### src/rtl/hsv_to_rgb.sv
// hsv_to_rgb: streaming Avalon-ST HSV to RGB converter, 3-stage global-enable pipeline
module hsv_to_rgb (
  input  logic        clk,
  input  logic        reset,
  input  logic [23:0] sink_data,
  input  logic        sink_valid,
  output logic        sink_ready,
  input  logic        sink_sop,
  input  logic        sink_eop,
  output logic [23:0] source_data,
  output logic        source_valid,
  input  logic        source_ready,
  output logic        source_sop,
  output logic        source_eop
);
  localparam logic [1:0] WAIT_SOP = 2'd0;
  localparam logic [1:0] VIDEO    = 2'd1;
  localparam logic [1:0] CONTROL  = 2'd2;
  logic [1:0]  state;
  logic        en, acc, conv0;
  logic [10:0] h6;
  logic        v1, v2, c1, c2, sop1, sop2, eop1, eop2;
  logic [23:0] d1, d2, rgb;
  logic [2:0]  sec1, sec2;
  logic [7:0]  f1, sf2, sg2, s, v, p, q, t;
  function automatic logic [7:0] mul_hi(input logic [7:0] a, input logic [7:0] b);
    logic [15:0] m;
    m = {8'd0, a} * {8'd0, b};
    return m[15:8];
  endfunction
  assign en = !source_valid || source_ready;
  assign sink_ready = en;
  assign acc = sink_valid && en;
  assign conv0 = !sink_sop && state == VIDEO;
  assign h6 = {3'd0, sink_data[23:16]} * 11'd6;
  // packet classification: sop picks the packet type, eop always closes the packet
  always_ff @(posedge clk)
    if (reset) state <= WAIT_SOP;
    else if (acc) state <= sink_eop ? WAIT_SOP : sink_sop ? (sink_data[3:0] == 4'd0 ? VIDEO : CONTROL) : state;
  // stage valids advance together; a bubble enters when nothing is accepted
  always_ff @(posedge clk)
    if (reset) {v1, v2, source_valid} <= '0;
    else if (en) {v1, v2, source_valid} <= {acc, v1, v2};
  // stage 1: keep the raw beat and split h6 into sector and fraction
  always_ff @(posedge clk)
    if (en) begin
      d1   <= sink_data;
      c1   <= conv0;
      sop1 <= sink_sop;
      eop1 <= sink_eop;
      sec1 <= h6[10:8];
      f1   <= h6[7:0];
    end
  // stage 2: saturation-scaled fraction products used by q and t
  always_ff @(posedge clk)
    if (en) begin
      d2   <= d1;
      c2   <= c1;
      sop2 <= sop1;
      eop2 <= eop1;
      sec2 <= sec1;
      sf2  <= mul_hi(d1[15:8], f1);
      sg2  <= mul_hi(d1[15:8], 8'd255 - f1);
    end
  // stage 3 arithmetic: p/q/t and sector selection; grey when unsaturated
  always_comb begin
    s   = d2[15:8];
    v   = d2[7:0];
    p   = mul_hi(v, 8'd255 - s);
    q   = mul_hi(v, 8'd255 - sf2);
    t   = mul_hi(v, 8'd255 - sg2);
    rgb = s == 8'd0     ? {v, v, v} :
          sec2 == 3'd0  ? {v, t, p} :
          sec2 == 3'd1  ? {q, v, p} :
          sec2 == 3'd2  ? {p, v, t} :
          sec2 == 3'd3  ? {p, q, v} :
          sec2 == 3'd4  ? {t, p, v} : {v, p, q};
  end
  // stage 3 output register; only real beats overwrite it so data holds across bubbles and stalls
  always_ff @(posedge clk)
    if (reset) {source_data, source_sop, source_eop} <= '0;
    else if (en && v2) {source_data, source_sop, source_eop} <= {c2 ? rgb : d2, sop2, eop2};
endmodule
### config.mk
export PLATFORM = sky130hd
export DESIGN_NAME = hsv_to_rgb
export DESIGN_NICKNAME = d
export VERILOG_FILES = /design/src/rtl/hsv_to_rgb.sv
export SDC_FILE = /design/constraint.sdc
export NUM_CORES = 1
export LEC_CHECK = 0
export ABC_AREA = 1
export CAP_MARGIN = 20
export CORE_ASPECT_RATIO = 1.75
export CORE_MARGIN = 1.5
export CORE_UTILIZATION = 40
export DETAILED_ROUTE_END_ITERATION = 6
export PLACE_DENSITY_LB_ADDON = 0.05
export SLEW_MARGIN = 20
export SYNTH_ARGS = -nofsm -noshare
export SYNTH_HDL_FRONTEND = slang
export SYNTH_SLANG_ARGS = --single-unit
### constraint.sdc
create_clock -name clk -period 4.89 [get_ports clk]
set_input_delay 0.978 -clock clk [delete_from_list [all_inputs] [get_ports clk]]
set_output_delay 0.978 -clock clk [all_outputs]
set_load 0.05 [all_outputs]
Yosys cells after proc, flatten, opt, wreduce, memory -nomap -nowiden

Index checks and enable logic that the tools add are counted.

Add/sub/neg operators: 4
$mul: 6
Equality and inequality tests: 5
Mux-type cells: 10
Reduce and logical (&&, ||, !) cells: 11

Operators with widths:

| kind                                              | count |
|---|---|
| 2-to-1 mux 24 bit                                 | 7 |
| multiplier 8 x 8 -> 16 bit                        | 4 |
| subtractor 8 bit, first input constant            | 4 |
| multiplier 8 x 7 -> 15 bit                        | 1 |
| multiplier 8 x 2 -> 10 bit, second input constant | 1 |
| logical NOT 8 bit                                 | 1 |
| == test 3 x 2 -> 1 bit, second input constant     | 2 |
| 2-to-1 mux 2 bit                                  | 3 |
| logical NOT 4 bit                                 | 1 |
| == test 3 x 1 -> 1 bit, second input constant     | 1 |
| == test 3 bit, second input constant              | 1 |
| logical AND 1 bit                                 | 3 |
| logical NOT 3 bit                                 | 1 |
| == test 2 x 1 -> 1 bit, second input constant     | 1 |
| logical NOT 1 bit                                 | 2 |
| AND reduction 2 bit                               | 1 |
| nonzero test 2 bit                                | 1 |
| logical OR 1 bit                                  | 1 |

Bits in registers: 114
Input bits: 30
Output and inout port bits: 28

Logic depth before layout (Yosys ltp)

Gate-level depths: netlist of run 1.

Depth in word-level cells: 9
Gate-level depth with buffers: 29
Mapped depth without buffers: 27

Worst setup path after synthesis of run 1

No wires, ideal clock.

Path type: register -> register
Start point: register d2[6]
End point: register source_data[6]
Arrival time: 4.603 ns
Path slack: 0.167 ns
Cell stages (with the launch flop): 23
Path buffers: 3
Clock period less this slack: 4.723 ns
Cells stage by stage: edfxtp_1 -> clkbuf_1 -> inv_1 -> clkbuf_1 -> clkbuf_1 -> nor2_1 -> fa_1 -> fa_1 -> fa_1 -> inv_1 -> fa_1 -> inv_1 -> ha_1 -> a21oi_1 -> o21ai_0 -> a21oi_1 -> nand2_1 -> nand2_1 -> nand3_1 -> nand2_1 -> nand2_1 -> o21bai_1 -> a21oi_1

Longest elaborated chain between the ends: 8

Ends and longest elaborated chain:

| element                    | line | source |
|---|---|---|
| start: declaration         | 23   | `logic [23:0] d1, d2, rgb;` |
| start signal: assignment   | 57   | `d2 <= d1;` |
| multiplier 8 x 8 -> 16 bit | 28   | `m = {8'd0, a} * {8'd0, b};` |
| 2-to-1 mux 24 bit          | 77   | `sec2 == 3'd4 ? {t, p, v} : {v, p, q};` |
| 2-to-1 mux 24 bit          | 76   | `sec2 == 3'd3 ? {p, q, v} :` |
| 2-to-1 mux 24 bit          | 75   | `sec2 == 3'd2 ? {p, v, t} :` |
| 2-to-1 mux 24 bit          | 74   | `sec2 == 3'd1 ? {q, v, p} :` |
| 2-to-1 mux 24 bit          | 73   | `sec2 == 3'd0 ? {v, t, p} :` |
| 2-to-1 mux 24 bit          | 72   | `rgb = s == 8'd0 ? {v, v, v} :` |
| 2-to-1 mux 24 bit (*)      | 82   | `else if (en && v2) {source_data, source_sop, source_eop} <= {c2 ? rgb : d2, sop2, eop2};` |
| end signal: assignment     | 82   |  |
| end: declaration           | 10   | `output logic [23:0] source_data,` |

Mark *: on every way between the ends. The rest lies on a longest branch, timed or not.
A chain may end at the register's enable or synchronous reset.

Worst setup path in the final report of run 1

Start point: register sg2[2]
End point: register source_data[21]

Longest elaborated chain between the ends: 9

Ends and longest elaborated chain:

| element                    | line | source |
|---|---|---|
| start: declaration         | 25   | `logic [7:0] f1, sf2, sg2, s, v, p, q, t;` |
| start signal: assignment   | 63   | `sg2 <= mul_hi(d1[15:8], 8'd255 - f1);` |
| subtractor 8 bit           | 71   | `t = mul_hi(v, 8'd255 - sg2);` |
| multiplier 8 x 8 -> 16 bit | 28   |  |
| 2-to-1 mux 24 bit          | 77   |  |
| 2-to-1 mux 24 bit          | 76   |  |
| 2-to-1 mux 24 bit          | 75   |  |
| 2-to-1 mux 24 bit          | 74   |  |
| 2-to-1 mux 24 bit          | 73   |  |
| 2-to-1 mux 24 bit          | 72   |  |
| 2-to-1 mux 24 bit          | 82   |  |

Every way passes these cells.

==> results of run 1 <==
-- cell families (layout without fill, tap and decap cells) --
| logic type | count (synthesis) | count (layout) | share of synthesized area |
|---|---|---|---|
| XOR/XNOR | 30 | 30 | 0.0179 |
| AND/OR/NAND/NOR | 703 | 703 | 0.202 |
| adder cells (fa/ha/maj) | 341 | 341 | 0.378 |
| buffers and inverters | 401 | 519 | 0.106 |
| AO/OA/AOI/OAI | 232 | 232 | 0.0862 |
| flip-flops | 113 | 113 | 0.210 |
-- per-layer routing --
metal,global-route usage,wire length (um)
met5,0,0
met4,0.145,2940
met3,0.0287,1630
met2,0.522,27000
met1,0.261,16500
-- worst max path at each step --
stage	start	endpoint	slack (ns)	cells past startpoint
final	sg2[2]$_DFFE_PN_	source_data[21]$_SDFFE_PP0P_	0.16	16
after global routing	d2[3]$_DFFE_PN_	source_data[10]$_SDFFE_PP0P_	-0.002	22
after CTS	d2[3]$_DFFE_PN_	source_data[20]$_SDFFE_PP0P_	0.0006	25
after detailed placement	d2[3]$_DFFE_PN_	source_data[8]$_SDFFE_PP0P_	-0.28	19
after global placement	d2[3]$_DFFE_PN_	source_data[8]$_SDFFE_PP0P_	-0.28	19
after floorplan	d2[6]$_DFFE_PN_	source_data[6]$_SDFFE_PP0P_	0.17	22
-- state kept, by name, indices dropped and copies added, names as in the netlist --
register and cells:
sop1 1, source_eop 1, sop2 1, f1 6, c2 1, sg2 8
v1 1, d1 24, sf2 8, v2 1, source_data 24, sec1 3
eop2 1, d2 24, eop1 1, source_valid 1, source_sop 1, sec2 3
state 2, c1 1
-- layout make-up --
class	instances	area [um2]
well taps	470	588
multi-input cells	1306	10300
fillers	3574	18700
inverters	334	1270
repair buffers	153	1440
flip-flops and latches	113	3080
clock inverters	14	130
clock buffers	18	439
-- through the flow --
step                cells  hold slack [ns]
global route         2408            0.424
CTS                  2395            0.418
finish               2408            0.415
global placement     2362            0.403
detailed placement   2362            0.405
floorplan            1820            0.400
-- placed cells by master, fill, tap and decap left out, drive strengths merged, types with 3 or more instances in the layout --
cell type and count:
a211oi 3, a21o 4, a21oi 136, a31oi 6
buf 96, clkbuf 18, clkdlybuf4s50 57, clkinv 6
clkinvlp 4, dfxtp 31, edfxtp 82, fa 169
ha 172, inv 337, nand2 325, nand3 97
nand4 7, nor2 243, nor3 13, nor4 5
o211ai 8, o21a 4, o21ai 57, o21bai 10
or2 6, xnor2 6, xor2 24
-- repair_timing --
action | CTS | global route
hold endpoints to repair | 0 | 0
pin swaps | 2 | 22
hold buffers | 0 | 0
buffers inserted | 1 | 13
resized for setup | 15 | 78
endpoints found under the setup margin | 14 | 27
-- worst register-to-register path: stages, from the launching register on --
cell and delay, ns:
edfxtp_1 0.55, or2_2 0.38, fa_1 0.51, fa_1 0.51, inv_1 0.05, fa_1 0.49, fa_1 0.53, ha_4 0.33
nand2_1 0.11, o21ai_1 0.18, nand2_1 0.11, nand4_1 0.20, nand3_1 0.17, nand3_1 0.11, nand3_1 0.13, o211ai_1 0.15
a21oi_1 0.10
==> summary.txt, run 1 <==
Outcome
  • Status: finished, final reports clean

Logic synthesis
  • Synth warnings: 0
  • Area leader, netlist: fa_1
  • Post-synth ARST share: 0
  • Mapped Cells: 1820
  • Synth cell count leaders: nand2_1, inv_1, nor2_1
  • Top FF cell, synth: edfxtp_1
  • FF+latch count, synth: 113
  • Number of synthesized flops with an enable pin: 82
  • Top-count cell post-synth: nand2_1
  • Mapped Nets: 2191
  • Top cells by area, synth: fa_1, edfxtp_1, ha_1
  • Sequential fraction of the synthesis area: 0.210
  • Synth top area share: 0.231
  • Syn Area/Cell: 8.05 um2
  • Netlist cell types: 49
  • Mapped Area: 14600 um2

Job
  • Max_cap viols: 0

Hold path
  • WHS Endpoint: d2[2]$_DFFE_PN_
  • Hold path startpoint: d1[2]$_DFFE_PN_
  • Min-Delay Path Depth: 0
  • Hold Crit Class: register to register

Worst setup path
  • R2R Path Start: sg2[2]$_DFFE_PN_
  • Worst Reg-to-Reg Cells: 16
  • Buf/Inv on CP: 1
  • Worst path max stage delay: 0.55 ns
  • CP Max Fanout: 8
  • Worst reg-to-reg setup slack: 0.16 ns
  • Crit path max-delay family: adder cells
  • CP most frequent cell: fa_1
  • Crit Path Category: register to register
  • CP Launch Type: register
  • Worst path arrival time: 5.03 ns
  • Critical Path, Cell by Cell: or2_2 > fa_1 > fa_1 > inv_1 > fa_1 > fa_1 > ha_4 > nand2_1 > o21ai_1 > nand2_1 > nand4_1 > nand3_1 > nand3_1 > nand3_1 > o211ai_1 > a21oi_1
  • Worst reg2reg path endpoint: source_data[21]$_SDFFE_PP0P_
  • Data required, critical path: 5.20 ns
  • Slowest-stage cell, CP: edfxtp_1
  • Endpoint class of the critical path: register

Global routing
  • Largest net degree at the start of global routing: 83
  • Vias in the first global route: 13390
  • Initial antenna violation count: 0
  • Gr ovfl total: 0
  • Global-route wire length before repair: 74.9 mm
  • Total GRT Usage: 0.265

Die
  • Initial Util: 0.407
  • Core region area: 36000 um2
  • Die height: 256 um
  • # rows: 92
  • Die ar.: 37800 um2
  • I/O pin total: 58
  • Die width: 148 um

STA
  • Worst-margin pin slew: 1.13 ns
  • # setup viols final: 0
  • Min Tclk post-route: 4.73 ns
  • Final TNS setup: 0 ns
  • Final hold violations: 0
  • Final slew viol count: 0
  • Rel. slew slack: 0.241
  • Final Cycle Share: 0.966
  • Clock skew: 0.0109 ns
  • Worst Setup Slack, final: 0.164 ns
  • Maximum operating frequency: 212 MHz

Detailed routing
  • DRT iter0 DRCs: 645
  • Via density: 5.21
  • Via count: 12541
  • Total Routed Length: 48.1 mm
  • DR pass1 iterations: 7
  • Post-DRT Antenna Nets: 0
  • # DRC: 0
  • Drt wl/cell: 20.0 um

Finish
  • Ant diodes: 0
  • Final instance area: 17300 um2
  • Proportion of layout cells with a drive suffix above 1: 0.122
  • Utilization after layout: 0.480
  • Fin nets: 2296
  • Area Overhead vs Synth: 18.0%

Clocking
  • Clock Path Buffers: 2
  • Root Driver: clkbuf_16
  • Clk sinks: 113
  • H-tree levels: 4
  • TritonCTS clock tree: done
  • Total CTS buffers: 17
  • Clock Latency Late Sink: 0.43 ns
  • Clock transition at the registers of the reported paths: 0.06 ns

Placement
  • Placer Congestion: 1.00
  • I/O Buffers: 57
  • Place WS: -0.281 ns
  • Dpl hpwl: 39.6 mm
  • Placed Instance Area: 16200 um2
Power of run 1 is left out: the tool's default activity adds up to more than one toggle a clock period on the data nets, which glitch-free logic cannot reach.
==> inputs of run 2 (changes only) <==
--- a/config.mk
+++ b/config.mk
@@ -16,3 +16,4 @@
 export SYNTH_ARGS = -nofsm -noshare
 export SYNTH_HDL_FRONTEND = slang
 export SYNTH_SLANG_ARGS = --single-unit
+export TNS_END_PERCENT = 20
==> summary.txt, run 2 (synthesis gave the netlist of run 1 again) <==
Outcome
  • Status: finished, final reports clean

Clocking
  • H-tree levels: 4
  • Clock transition at the registers of the reported paths: 0.06 ns
  • Clock Path Buffers: 2
  • Clk sinks: 113
  • TritonCTS clock tree: done
  • Clock Latency Late Sink: 0.43 ns
  • Root Driver: clkbuf_16
  • Hold buffers post-CTS: 0
  • Total CTS buffers: 17

Global routing
  • Largest net degree at the start of global routing: 83
  • Initial antenna violation count: 0
  • Gr ovfl total: 0
  • Global-route wire length before repair: 74.8 mm
  • Grt met2 use: 0.522
  • Met3 Use GR: 0.0285
  • Vias in the first global route: 13365
  • M1 GR Usage: 0.261
  • Total GRT Usage: 0.264
  • Most used routing layer: met2

Detailed routing
  • Via density: 5.20
  • # DRC: 0
  • DR pass1 iterations: 5
  • Via count: 12495
  • Total Routed Length: 48.2 mm
  • Post-DRT Antenna Nets: 0
  • DRT iter0 DRCs: 589
  • Drt wl/cell: 20.1 um

Placement
  • I/O Buffers: 57
  • Placer Congestion: 1.00
  • Dpl hpwl: 39.6 mm
  • Placed Instance Area: 16200 um2

Finish
  • Ant diodes: 0
  • Most frequent cells in the layout: nand2_1, inv_1, nor2_1, fa_1, ha_1
  • Final instance area: 17300 um2
  • Area Overhead vs Synth: 17.9%
  • Area occupied by multi-input gates: 10400 um2
  • Fill cells: 3570
  • Utilization after layout: 0.479
  • Proportion of layout cells with a drive suffix above 1: 0.123
  • Seq. cell area: 3080 um2
  • Fin nets: 2292

Worst setup path
  • Slowest-stage cell, CP: fa_1
  • CP most frequent cell: fa_1
  • Crit Path Category: register to register
  • Data required, critical path: 5.20 ns
  • Endpoint class of the critical path: register
  • Worst path arrival time: 5.06 ns
  • Buf/Inv on CP: 3
  • Worst path max stage delay: 0.52 ns
  • CP Max Fanout: 6
  • Crit path max-delay family: adder cells
  • Critical Path, Cell by Cell: inv_4 > buf_6 > or2_4 > fa_1 > fa_1 > inv_1 > fa_1 > fa_1 > ha_4 > nand2_1 > o21ai_1 > nand2_1 > nand4_1 > nand3_2 > nand3_1 > nand3_1 > o211ai_1 > a21oi_1
  • CP Launch Type: register

Die
  • Die ar.: 37800 um2
  • Initial Util: 0.407
  • Die height: 256 um
  • Die width: 148 um
  • I/O pin total: 58
  • Core region area: 36000 um2
  • # rows: 92

STA
  • Maximum operating frequency: 210 MHz
  • Final slew viol count: 0
  • Worst hold slack: 0.417 ns
  • Final Cycle Share: 0.972
  • Worst-margin pin slew: 1.13 ns
  • Rel. slew slack: 0.242
  • Clock skew: 0.0107 ns
  • # setup viols final: 0
  • Min Tclk post-route: 4.75 ns
  • Final hold violations: 0

Job
  • Max_cap viols: 0

Hold path
  • Hold Crit Class: register to register
run 2: final cells by class:
cell class,instances,share of cell area
flip-flops and latches,113,0.178
inverters,334,0.0733
repair buffers,149,0.0816
well taps,470,0.0340
multi-input cells,1306,0.600
clock inverters,14,0.00753
clock buffers,18,0.0254
run 2: path summary, 6_finish.rpt:
path / start / to / slack, ns / cells after the start
setup reg to reg: d2[3]$_DFFE_PN_ / source_data[21]$_SDFFE_PP0P_ / 0.14 / 18
hold / removal: c1$_DFFE_PN_ / c2$_DFFE_PN_ / 0.42 / 0
setup / recovery: d2[3]$_DFFE_PN_ / source_data[21]$_SDFFE_PP0P_ / 0.14 / 18
hold reg to reg: c1$_DFFE_PN_ / c2$_DFFE_PN_ / 0.42 / 0
run 2: what timing repair did:
item | 4_1_cts | 5_1_grt
resized for setup | 13 | 81
setup endpoints to repair | 14 | 27
buffers inserted | 0 | 10
endpoints found under the hold margin | 0 | 0
pin swaps | 1 | 25
run 2: metal layers:
layer / part of all wire / up-vias
li1: - / 5954
met1: 0.35 / 6110
met3: 0.031 / 141
met2: 0.56 / 290
met4: 0.057 / 0
met5: 0 / -
run 2: stage by stage:
stage,TNS (ns),setup slack (ns),std cells
floorplan,0,0.167,1820
global placement,-1.21,-0.277,2362
detailed placement,-1.74,-0.281,2362
CTS,-0.0214,-0.0214,2394
global route,-0.0258,-0.0177,2404
finish,0,0.137,2404
Power of run 2 is left out for the same reason.
==> inputs of run 3 (changes only) <==
--- a/config.mk
+++ b/config.mk
@@ -12,6 +12,7 @@
 export CORE_UTILIZATION = 40
 export DETAILED_ROUTE_END_ITERATION = 6
 export PLACE_DENSITY_LB_ADDON = 0.05
+export REMOVE_ABC_BUFFERS = 1
 export SLEW_MARGIN = 20
 export SYNTH_ARGS = -nofsm -noshare
 export SYNTH_HDL_FRONTEND = slang
==> summary.txt, run 3 (synthesis gave the netlist of run 1 again) <==
Outcome
  • Status: finished with violations
  • Violated checks: DRC

STA
  • Maximum operating frequency: 211 MHz
  • RSZ-0062 raised after global routing: yes
  • Min Tclk post-route: 4.73 ns
  • Worst-margin pin slew: 1.09 ns
  • Clock skew: 0.0124 ns
  • # setup viols final: 0
  • Final hold violations: 0
  • Final TNS setup: 0 ns
  • Rel. slew slack: 0.271
  • Final slew viol count: 0
  • Final Cycle Share: 0.968

Detailed routing
  • DRT iter0 DRCs: 517
  • Drt wl/cell: 20.5 um
  • WL met2: 28.0 mm
  • Via count: 12607
  • Post-DRT Antenna Nets: 0
  • Via density: 5.20
  • WL met3: 1.54 mm
  • # DRC: 13
  • DRT met1 WL: 16.9 mm
  • Top Layer Used: met5
  • DR pass1 iterations: 7
  • Total Routed Length: 49.6 mm

Worst setup path
  • CP Max Fanout: 8
  • Data required, critical path: 5.25 ns
  • Worst reg2reg path endpoint: source_data[15]$_SDFFE_PP0P_
  • Worst path arrival time: 5.09 ns
  • R2R Path Start: d2[2]$_DFFE_PN_
  • Worst Reg-to-Reg Cells: 21
  • Endpoint class of the critical path: register
  • CP endpoint: source_data[15]$_SDFFE_PP0P_
  • Crit Path Category: register to register
  • CP Launch Type: register
  • Worst reg-to-reg setup slack: 0.16 ns
  • Critical Path Start: d2[2]$_DFFE_PN_

Die
  • Initial Util: 0.407
  • Die ar.: 37800 um2
  • I/O pin total: 58
  • Die height: 256 um
  • # rows: 92
  • Core region area: 36000 um2
  • Die width: 148 um

Placement
  • Dpl hpwl: 41.3 mm
  • Placer Congestion: 0.991
  • I/O Buffers: 57
  • Cell count after placement: 2387
  • Placed Instance Area: 16400 um2

Job
  • Max_cap viols: 0

Finish
  • Most common cell after layout, fill and taps aside: nand2_1
  • Non-Filler Instances: 2424
  • Ant diodes: 0
  • Area Overhead vs Synth: 16.9%
  • Proportion of layout cells with a drive suffix above 1: 0.107
  • Fin nets: 2312
  • Final instance area: 17100 um2
  • Most frequent cells in the layout: nand2_1, inv_1, nor2_1, ha_1, fa_1

Clocking
  • Total CTS buffers: 17
  • Hold buffers post-CTS: 0
  • H-tree levels: 4
  • TritonCTS clock tree: done
  • Clock Latency Late Sink: 0.43 ns
  • Root Driver: clkbuf_16
  • Clock transition at the registers of the reported paths: 0.07 ns
  • Clock Path Buffers: 2
  • Clk sinks: 113

Global routing
  • Gr ovfl total: 0
  • Largest net degree at the start of global routing: 66
  • Vias in the first global route: 13616
  • Initial antenna violation count: 1
  • Global-route wire length before repair: 76.1 mm
  • Total GRT Usage: 0.271

Hold path
  • Hold Crit Class: register to register
[run 3: cell count changes in the layout (fill, tap and decap cells not counted), moves of 5 or more]
cell | before | now
a21oi_2 | 13 | 8
buf_4 | 78 | 103
nor2_1 | 223 | 233
ha_1 | 160 | 171
nand3_1 | 89 | 96
nand2_1 | 311 | 319
nand3_2 | 7 | 1
nand2_2 | 10 | 4
ha_4 | 9 | 1
nor2_2 | 14 | 4
buf_12 | 11 | 6
[run 3: timing repair]
| action | CTS | global route |
|---|---|---|
| setup buffers | 0 | 5 |
| resized for setup | 0 | 43 |
| setup endpoints to repair | 0 | 25 |
[run 3: worst max-delay path, cell delays in order, from the launching register on]
cell      delay (ns)
edfxtp_1        0.43
inv_4           0.14
buf_4           0.23
nor2_1          0.09
fa_1            0.54
fa_1            0.43
fa_1            0.53
inv_1           0.06
fa_1            0.48
inv_1           0.04
ha_1            0.33
a21oi_1         0.21
o21ai_0         0.15
a21oi_1         0.21
nand3_1         0.19
nand3_1         0.17
nand3_1         0.08
nand2_1         0.06
nand2_1         0.05
nand2_1         0.05
nand2_1         0.05
a21oi_1         0.13
[run 3: per-stage QoR]
step	worst slack (ns)	util	hold WS, ns
after floorplan	0.286	-	0.400
after global placement	0.0859	0.455	0.401
after detailed placement	0.0386	0.455	0.405
after CTS	0.00894	0.470	0.412
after global routing	-0.0468	0.475	0.422
final	0.159	0.475	0.414
[run 3: routing by layer]
| layer | up-vias | track usage |
|---|---|---|
| li1 | 5992 | - |
| met1 | 6173 | 0.266 |
| met2 | 309 | 0.539 |
| met3 | 131 | 0.0246 |
| met4 | 2 | 0.153 |
| met5 | - | 0 |
[run 3: worst min path at each step]
| stage | cells past startpoint | to | from |
|---|---|---|---|
| 2_1_floorplan | 0 | c2$_DFFE_PN_ | c1$_DFFE_PN_ |
| 3_3_place_gp | 0 | eop2$_DFFE_PN_ | eop1$_DFFE_PN_ |
| 3_5_place_dp | 0 | d2[0]$_DFFE_PN_ | d1[0]$_DFFE_PN_ |
| 4_1_cts | 0 | d2[0]$_DFFE_PN_ | d1[0]$_DFFE_PN_ |
| 5_1_grt | 0 | d2[0]$_DFFE_PN_ | d1[0]$_DFFE_PN_ |
| 6_report | 0 | d2[0]$_DFFE_PN_ | d1[0]$_DFFE_PN_ |
[run 3: layout make-up]
cell class	instances	area, um2
multi-input cells	1306	10100
fillers	3652	18900
inverters	334	1260
clock inverters	13	114
well taps	470	588
repair buffers	169	1500
clock buffers	19	443
flip-flops and latches	113	3080
Power of run 3 is left out for the same reason.
